### config.mk
export PLATFORM = sky130hd
export DESIGN_NAME = sram_block_engine
export DESIGN_NICKNAME = d
export VERILOG_FILES = /design/src/rtl/sram_pkg.sv /design/src/rtl/sram_block_engine.sv
export SDC_FILE = /design/constraint.sdc
export NUM_CORES = 1
export LEC_CHECK = 0
export CORE_ASPECT_RATIO = 1.1
export CORE_UTILIZATION = 45
export DETAILED_ROUTE_END_ITERATION = 10
export PLACE_DENSITY = 0.78
export SYNTH_ARGS = -nofsm -noshare
export SYNTH_HDL_FRONTEND = slang
export SYNTH_SLANG_ARGS = --single-unit
### constraint.sdc
create_clock -name Clk -period 3 [get_ports Clk]
set_input_delay 0.45 -clock Clk [delete_from_list [all_inputs] [get_ports Clk]]
set_output_delay 0.45 -clock Clk [all_outputs]
set_load 0.02 [all_outputs]
### src/rtl/sram_pkg.sv
// Shared widths, opcodes and FSM state encoding for the SRAM block engine.
package sram_pkg;

    localparam int A_WIDTH = 7;
    localparam int D_WIDTH = 32;
    localparam int L_WIDTH = 8;

    localparam logic [1:0] OP_FILL = 2'b00;
    localparam logic [1:0] OP_COPY = 2'b01;
    localparam logic [1:0] OP_SUM  = 2'b10;

    typedef enum logic [2:0] {
        ST_IDLE      = 3'd0,
        ST_FILL      = 3'd1,
        ST_COPY_RD   = 3'd2,
        ST_COPY_WR   = 3'd3,
        ST_SUM_RD    = 3'd4,
        ST_SUM_DRAIN = 3'd5,
        ST_DONE      = 3'd6
    } state_t;

endpackage

### src/rtl/sram_block_engine.sv
// Command-driven FILL / COPY / SUM initiator for a single-port synchronous SRAM.
// SRAM pins are decoded from registered state and the word index only.
module sram_block_engine #(
    parameter int A_WIDTH = sram_pkg::A_WIDTH,
    parameter int D_WIDTH = sram_pkg::D_WIDTH,
    parameter int L_WIDTH = sram_pkg::L_WIDTH
) (
    input  logic               Clk,
    input  logic               Rst,
    input  logic               Cmd_Valid,
    output logic               Cmd_Ready,
    input  logic [1:0]         Cmd_Op,
    input  logic [A_WIDTH-1:0] Cmd_Src,
    input  logic [A_WIDTH-1:0] Cmd_Dst,
    input  logic [L_WIDTH-1:0] Cmd_Len,
    input  logic [D_WIDTH-1:0] Cmd_Pattern,
    output logic               Busy,
    output logic               Done,
    output logic               Error,
    output logic [D_WIDTH-1:0] Result,
    output logic [A_WIDTH-1:0] Mem_Addr,
    output logic               Mem_RW,
    output logic               Mem_En,
    output logic [D_WIDTH-1:0] Mem_Wdata,
    input  logic [D_WIDTH-1:0] Mem_Rdata
);
    import sram_pkg::*;

    localparam logic [L_WIDTH-1:0] MAX_LEN = L_WIDTH'(2 ** A_WIDTH);

    state_t             state_r;
    logic [A_WIDTH-1:0] src_r;
    logic [A_WIDTH-1:0] dst_r;
    logic [L_WIDTH-1:0] len_r;
    logic [D_WIDTH-1:0] pattern_r;
    logic [L_WIDTH-1:0] idx_r;
    logic               busy_r;
    logic               done_r;
    logic               error_r;
    logic [D_WIDTH-1:0] result_r;

    logic               last_s;
    logic [A_WIDTH-1:0] idx_a_s;
    logic               mem_en_s;
    logic               mem_rw_s;
    logic [A_WIDTH-1:0] mem_addr_s;
    logic [D_WIDTH-1:0] mem_wdata_s;

    // Address offset wraps modulo the SRAM depth by truncation.
    assign idx_a_s = idx_r[A_WIDTH-1:0];
    assign last_s  = (idx_r == (len_r - L_WIDTH'(1)));

    // Sequencer: command accept, per-word stepping and status registers.
    always_ff @(posedge Clk) begin
        if (Rst) begin
            state_r   <= ST_IDLE;
            src_r     <= '0;
            dst_r     <= '0;
            len_r     <= '0;
            pattern_r <= '0;
            idx_r     <= '0;
            busy_r    <= 1'b0;
            done_r    <= 1'b0;
            error_r   <= 1'b0;
            result_r  <= '0;
        end else begin
            done_r  <= 1'b0;
            error_r <= 1'b0;
            case (state_r)
                ST_IDLE: begin
                    if (Cmd_Valid) begin
                        src_r     <= Cmd_Src;
                        dst_r     <= Cmd_Dst;
                        len_r     <= Cmd_Len;
                        pattern_r <= Cmd_Pattern;
                        idx_r     <= '0;
                        result_r  <= '0;
                        if ((Cmd_Op == 2'b11) || (Cmd_Len > MAX_LEN)) begin
                            state_r <= ST_DONE;
                            done_r  <= 1'b1;
                            error_r <= 1'b1;
                            busy_r  <= 1'b0;
                        end else if (Cmd_Len == L_WIDTH'(0)) begin
                            state_r <= ST_DONE;
                            done_r  <= 1'b1;
                            busy_r  <= 1'b0;
                        end else begin
                            busy_r <= 1'b1;
                            case (Cmd_Op)
                                OP_FILL: state_r <= ST_FILL;
                                OP_COPY: state_r <= ST_COPY_RD;
                                default: state_r <= ST_SUM_RD;
                            endcase
                        end
                    end
                end
                ST_FILL: begin
                    if (last_s) begin
                        state_r <= ST_DONE;
                        done_r  <= 1'b1;
                        busy_r  <= 1'b0;
                    end else begin
                        idx_r <= idx_r + L_WIDTH'(1);
                    end
                end
                ST_COPY_RD: begin
                    state_r <= ST_COPY_WR;
                end
                ST_COPY_WR: begin
                    if (last_s) begin
                        state_r <= ST_DONE;
                        done_r  <= 1'b1;
                        busy_r  <= 1'b0;
                    end else begin
                        idx_r   <= idx_r + L_WIDTH'(1);
                        state_r <= ST_COPY_RD;
                    end
                end
                ST_SUM_RD: begin
                    // Read data lags the address by one cycle; word 0 arrives at idx 1.
                    if (idx_r != L_WIDTH'(0)) begin
                        result_r <= result_r + Mem_Rdata;
                    end
                    if (last_s) begin
                        state_r <= ST_SUM_DRAIN;
                    end else begin
                        idx_r <= idx_r + L_WIDTH'(1);
                    end
                end
                ST_SUM_DRAIN: begin
                    result_r <= result_r + Mem_Rdata;
                    state_r  <= ST_DONE;
                    done_r   <= 1'b1;
                    busy_r   <= 1'b0;
                end
                ST_DONE: begin
                    state_r <= ST_IDLE;
                end
                default: begin
                    state_r <= ST_IDLE;
                    busy_r  <= 1'b0;
                end
            endcase
        end
    end

    // SRAM pin decode from state and word index.
    always_comb begin
        mem_en_s    = 1'b0;
        mem_rw_s    = 1'b0;
        mem_addr_s  = '0;
        mem_wdata_s = '0;
        case (state_r)
            ST_FILL: begin
                mem_en_s    = 1'b1;
                mem_rw_s    = 1'b1;
                mem_addr_s  = dst_r + idx_a_s;
                mem_wdata_s = pattern_r;
            end
            ST_COPY_RD: begin
                mem_en_s   = 1'b1;
                mem_addr_s = src_r + idx_a_s;
            end
            ST_COPY_WR: begin
                mem_en_s    = 1'b1;
                mem_rw_s    = 1'b1;
                mem_addr_s  = dst_r + idx_a_s;
                mem_wdata_s = Mem_Rdata;
            end
            ST_SUM_RD: begin
                mem_en_s   = 1'b1;
                mem_addr_s = src_r + idx_a_s;
            end
            default: begin
                mem_en_s = 1'b0;
            end
        endcase
    end

    assign Cmd_Ready = (state_r == ST_IDLE) && !Rst;
    assign Busy      = busy_r;
    assign Done      = done_r;
    assign Error     = error_r;
    assign Result    = result_r;
    assign Mem_En    = mem_en_s;
    assign Mem_RW    = mem_rw_s;
    assign Mem_Addr  = mem_addr_s;
    assign Mem_Wdata = mem_wdata_s;

endmodule

# ---- After elaboration in Yosys (flattened, before gate mapping)
# Cells that the tools add are included.
dict set report op_classes {
  shifts 0
  mul 0
  n_lt_le_gt_ge 1
  bitwise 3
  n_addsub 5
  n_eq_ne 15
  muxes 29
  n_reduce_logical 20
  div 0
}
# cell n
set op_table {}
lappend op_table {{32-bit one-hot mux with 3 select lines} 1}
lappend op_table {{32-bit two-way mux} 2}
lappend op_table {{32-bit one-hot mux with 2 select lines} 1}
lappend op_table {{32-bit adder} 1}
lappend op_table {{3-bit two-way mux} 6}
lappend op_table {{3-bit one-hot mux with 6 select lines} 1}
lappend op_table {{8-bit two-way mux} 2}
lappend op_table {{8-bit one-hot mux with 2 select lines} 1}
lappend op_table {{7-bit adder} 2}
lappend op_table {{7-bit one-hot mux with 2 select lines} 1}
lappend op_table {{3-bit AND reduction} 4}
lappend op_table {{1-bit two-way mux} 11}
lappend op_table {{2-bit != test, second input constant} 5}
lappend op_table {{3-bit equality test, second input constant} 3}
lappend op_table {{3-bit OR reduction} 3}
lappend op_table {{8-bit by 1-bit adder with 8-bit output, second input constant} 1}
lappend op_table {{8-bit equality test} 1}
lappend op_table {{8-bit > comparator, second input constant} 1}
lappend op_table {{8-bit zero test} 1}
lappend op_table {{8-bit nonzero test} 1}
lappend op_table {{8-bit by 1-bit subtractor with 8-bit output, second input constant} 1}
lappend op_table {{3-bit by 2-bit equality test with 1-bit output, second input constant} 2}
lappend op_table {{1-bit one-hot mux with 3 select lines} 2}
lappend op_table {{3-bit one-hot mux with 2 select lines} 1}
lappend op_table {{other kinds (15)} 18}
dict set report totals {
  memories 0
  romBits 0
  ramBits 0
  word_cells 83
  regBits 100
  latchBits 0
  inputBits 91
}

# ---- Depth between registers and ports, before layout
# Gate-level depths: netlist of run 1.
dict set report logic_depth {
  ltp_word 6
  depth_mapped 12
  depth_no_buf 11
}

# ---- Least setup slack after synthesis of run 1
# No wires, ideal clock.
dict set report synth_path {
  path_kind {register to output}
  startpoint {register state_r[2]}
  endpoint {output port Mem_Addr[6]}
  arrival_ns 3.035
  stages_incl_launch_ff 13
  n_path_buf 1
  slack_ns -0.485
  path_cell_list {dfxtp_1 > clkbuf_1 > nand2b_1 > a21oi_1 > mux2_2 > ha_1 > fa_1 > a21o_1 > a21oi_1 > o21bai_1 > a21oi_1 > xnor2_1 > nor2_1}
}
dict set report synth_between {
  elab_chain_cells 3
  elab_cells_between_ends 7
  cone_classes {eq/ne: 4; mux: 1; reduce/logical: 2}
}
# item line_no
set synth_rtl {}
lappend synth_rtl {{start, declared} sram_block_engine.sv:31} ;# state_t state_r;
lappend synth_rtl {{start signal, assigned} sram_block_engine.sv:56} ;# state_r <= ST_IDLE;
lappend synth_rtl {{start signal, assigned} sram_block_engine.sv:79} ;# state_r <= ST_DONE;
lappend synth_rtl {{start signal, assigned} sram_block_engine.sv:84} ;# state_r <= ST_DONE;
lappend synth_rtl {{3-bit equality test, or another cell as far along} sram_block_engine.sv:153} ;# case (state_r)
lappend synth_rtl {{2-bit OR reduction (no source line)} -}
lappend synth_rtl {{7-bit one-hot mux with 2 select lines (*)} sram_block_engine.sv:153}
lappend synth_rtl {{end, declared} sram_block_engine.sv:21} ;# output logic [A_WIDTH-1:0] Mem_Addr,
# Every way passes the cells marked *; elsewhere a longest branch is shown, timed or not.

# ---- Worst setup path in the final report of run 1
dict set report layout_path {
  startpoint {register state_r[1]}
  endpoint {output port Mem_Addr[6]}
}
# Same word-level chain as after synthesis.

==> results of run 1 <==
final cells by class:
type / count / area (sq um) / share of cell area
multi-input combinational: 675 / 4202 / 0.4724
timing repair buffer: 223 / 2071 / 0.2328
sequential: 100 / 2007 / 0.2257
clock buffer: 11 / 252.7 / 0.02842
tap: 188 / 235.2 / 0.02645
inverter: 18 / 67.56 / 0.007597
clock inverter: 5 / 58.81 / 0.006612
critical path: stages, from the launching register on:
cell and delay (ns):
dfxtp_2 0.35, nand2b_4 0.15, a21oi_4 0.20, mux2_4 0.33, ha_4 0.17, fa_2 0.34, a21o_1 0.18, a21oi_2 0.14
o21bai_1 0.08, a21oi_1 0.16, xnor2_1 0.16, nor2_2 0.06, buf_4 0.15
worst paths after layout:
check	startpoint	to	slack, ns
worst min register to register	pattern_r[17]	pattern_r[17]	0.45
worst max register to register	Result[0]	Result[28]	0.51
worst max-delay path	state_r[1]	Mem_Addr[6]	-0.27
worst min-delay path	pattern_r[17]	pattern_r[17]	0.45
flip-flops by register name (all words and copies together), names as in the netlist:
| register | flops |
|---|---|
| Busy | 1 |
| Done | 1 |
| Error | 1 |
| Result | 32 |
| dst_r | 7 |
| idx_r | 8 |
| len_r | 8 |
| pattern_r | 32 |
| src_r | 7 |
| state_r | 3 |
kinds of logic after synthesis:
| kind of cell | after synthesis | share of synthesized area |
|---|---|---|
| xor+xnor | 47 | 0.06553 |
| mux | 41 | 0.06534 |
| simple gates | 327 | 0.2232 |
| buf+inv | 71 | 0.04460 |
| flops | 100 | 0.3130 |
| fa+ha+maj | 42 | 0.08451 |
| compound gates | 218 | 0.2038 |
layer usage:
metal  vias to the layer above  share of wire
met5                         -              0
met4                         0          0.023
met3                        26          0.045
met2                       168           0.49
met1                      3005           0.44
li1                       3293              -
layout by cell type (no fill, tap or decap), types with 3 or more instances in the layout:
| cell | n |
|---|---|
| nand2_1 | 166 |
| clkdlybuf4s50_1 | 160 |
| a21oi_1 | 100 |
| dfxtp_1 | 98 |
| nor2_1 | 80 |
| buf_4 | 59 |
| ha_1 | 38 |
| mux2i_1 | 35 |
| o21ai_0 | 30 |
| xnor2_1 | 23 |
| xor2_1 | 21 |
| nand3_1 | 19 |
| inv_1 | 18 |
| a22oi_1 | 15 |
| a21o_1 | 13 |
| o21ai_1 | 11 |
| nand4_1 | 11 |
| nor3_1 | 10 |
| clkbuf_16 | 9 |
| nand2b_1 | 7 |
| a21oi_2 | 5 |
| o21bai_1 | 5 |
| mux2_2 | 4 |
| nor4_1 | 4 |
| and3_1 | 4 |
| a31oi_1 | 4 |
| o31ai_1 | 4 |
| nor2b_1 | 4 |
| xnor2_2 | 3 |
| and2_1 | 3 |
| o211ai_1 | 3 |
power groups by stage:
| stage | logic [mW] | clock network, mW | registers [mW] |
|---|---|---|---|
| 2_1_floorplan | 0.680 | 0 | 1.51 |
| 3_3_place_gp | 1.12 | 0 | 1.51 |
| 3_5_place_dp | 1.14 | 0 | 1.51 |
| 4_1_cts | 1.16 | 1.24 | 1.48 |
| 5_1_grt | 1.27 | 1.29 | 1.49 |
| 6_report | 1.16 | 1.22 | 1.48 |
per-stage QoR:
step / cells / setup TNS, ns
2_1_floorplan: 846 / 0
3_3_place_gp: 1202 / -0.6248
3_5_place_dp: 1202 / -0.9037
4_1_cts: 1220 / -0.6422
5_1_grt: 1220 / -1.123
6_report: 1220 / -0.6664
timing repair:
item,in CTS,in global routing
setup endpoints to repair,6,6
gates resized for setup,31,5
cloned,0,0
pin swaps,6,3
setup buffers,3,0
endpoints found under the hold margin,0,0
==> impl_metrics.json, run 1 <==
{
  "placed_cell_area_sq_um": 8534,
  "p_sw_mw": 1.212,
  "utilization": 0.6421,
  "design_area_sq_um": 8894,
  "pwr-share-seq": 0.384,
  "comb_power_share": 0.300,
  "grt_busiest_layer": "met2",
  "postSynth.asyncResetShare": 0,
  "cp.arrival_ns": 2.82,
  "r2r_cells": 10,
  "cp-start-kind": "flip-flop",
  "rsz0062_at_grt": "yes",
  "use_met1": 0.3217,
  "clk_latency_ns": 0.36,
  "ir_drop_mv": 0.2370,
  "grt_usage": 0.2611,
  "cts.sinks": 100,
  "layout.nets": 1160,
  "grt_max_degree": 49,
  "syn_area_per_cell_sq_um": 7.560,
  "root_buffer": "clkbuf_16",
  "ys_seq_area_frac": 0.3130,
  "syn_area_sq_um": 6396,
  "violations": "negative setup slack",
  "finalMaxSlewViolations": 0,
  "n_antenna_cell": 0,
  "grt_use_met3": 0.02704,
  "max_slew_margin": 0.3721,
  "drtAntennaViolNets": 0,
  "io-pin-count": 168,
  "drt_first_pass_iters": 5,
  "leakagePower_nw": 3.549,
  "finalClockSkew_ns": 0.005438,
  "worst_hold_path.num_cells": 2,
  "fillers": 1263,
  "routedWlPerCell_microns": 15.28,
  "yosys-top-cells-count": "166 x nand2_1, 103 x a21oi_1, 100 x dfxtp_1",
  "coreArea_sq_um": 13850,
  "hold_viol_final": 0,
  "synth_edf_count": 0,
  "p_int_mw": 2.648,
  "netlist_instances": 846,
  "finalCriticalPeriod_ns": 3.271,
  "avgViaCountPerCell": 5.321,
  "placementRows": 45,
  "synth_top_area_share": 0.3130,
  "portBuffers": 167,
  "drv_cap": 0,
  "p_clk_frac": 0.316,
  "hold_path_class": "reg -> reg",
  "overflow": 0,
  "die_h_microns": 127.0,
  "wl_microns": 18650,
  "power_mw": 3.859,
  "die_area_sq_um": 14690,
  "fin_crit_sh": 1.090,
  "drive_above_1_share": 0.1095,
  "place_congestion": 0.8878,
  "vias": 6492,
  "clockBufferDepth": 2,
  "switching_share": 0.3139,
  "antenna_found_initial": 0,
  "start_util": 0.4618,
  "crit_path_end_kind": "output port",
  "synth-seq-cells": 100,
  "setup_ws_ns": -0.2709,
  "cts_tree": "done",
  "synth.net_count": 979,
  "preCtsSetupSlack_ns": -0.3229,
  "crit_type": "reg -> out",
  "synthDistinctLibCells": 65,
  "crit_path_max_fanout": 4,
  "yosysTopAreaCell": "dfxtp_1",
  "cts-buffers-inserted": 9,
  "grt_pass1_vias": 6292,
  "required_ns": 2.55,
  "tightest_slew_ns": 0.9384,
  "powerDensity_nw_per_um2": 434.0,
  "status": "finished, violations left",
  "drt-initial-drc-count": 266,
  "postCtsHoldBufs": 0,
  "setup_viol": 4,
  "synthTopCellsByArea": "dfxtp_1 31%, nand2_1 9.7%, a21oi_1 8.1%",
  "fp.dieW_microns": 115.7,
  "dp.final_hpwl_microns": 14130,
  "cts-htree-levels": 3,
  "hold_ws_ns": 0.4549,
  "path_clk_slew_ns": 0.07,
  "drc_errors": 0,
  "syn2layout_area_growth_pct": 39.05,
  "synth.most_common_cell": "nand2_1",
  "fmax_mhz": 305.7,
  "ys_warn_count": 0,
  "synth_ff_type": "dfxtp_1",
  "grt_use_met2": 0.4597,
  "grt_pass1_wl_microns": 30230
}
(Power assumes the default switching activity.)
==> run 2, diff against run 1 <==
Settings changed: ABC_AREA set to 0.
==> results of run 2 <==
Same layout as run 1: the final DEF is identical, and so are final timing and power.
==> run 3, diff against run 2 <==
Settings changed: CAP_MARGIN set to 25.
==> results of run 3 <==
Same layout as run 1: the final DEF is identical, and so are final timing and power.
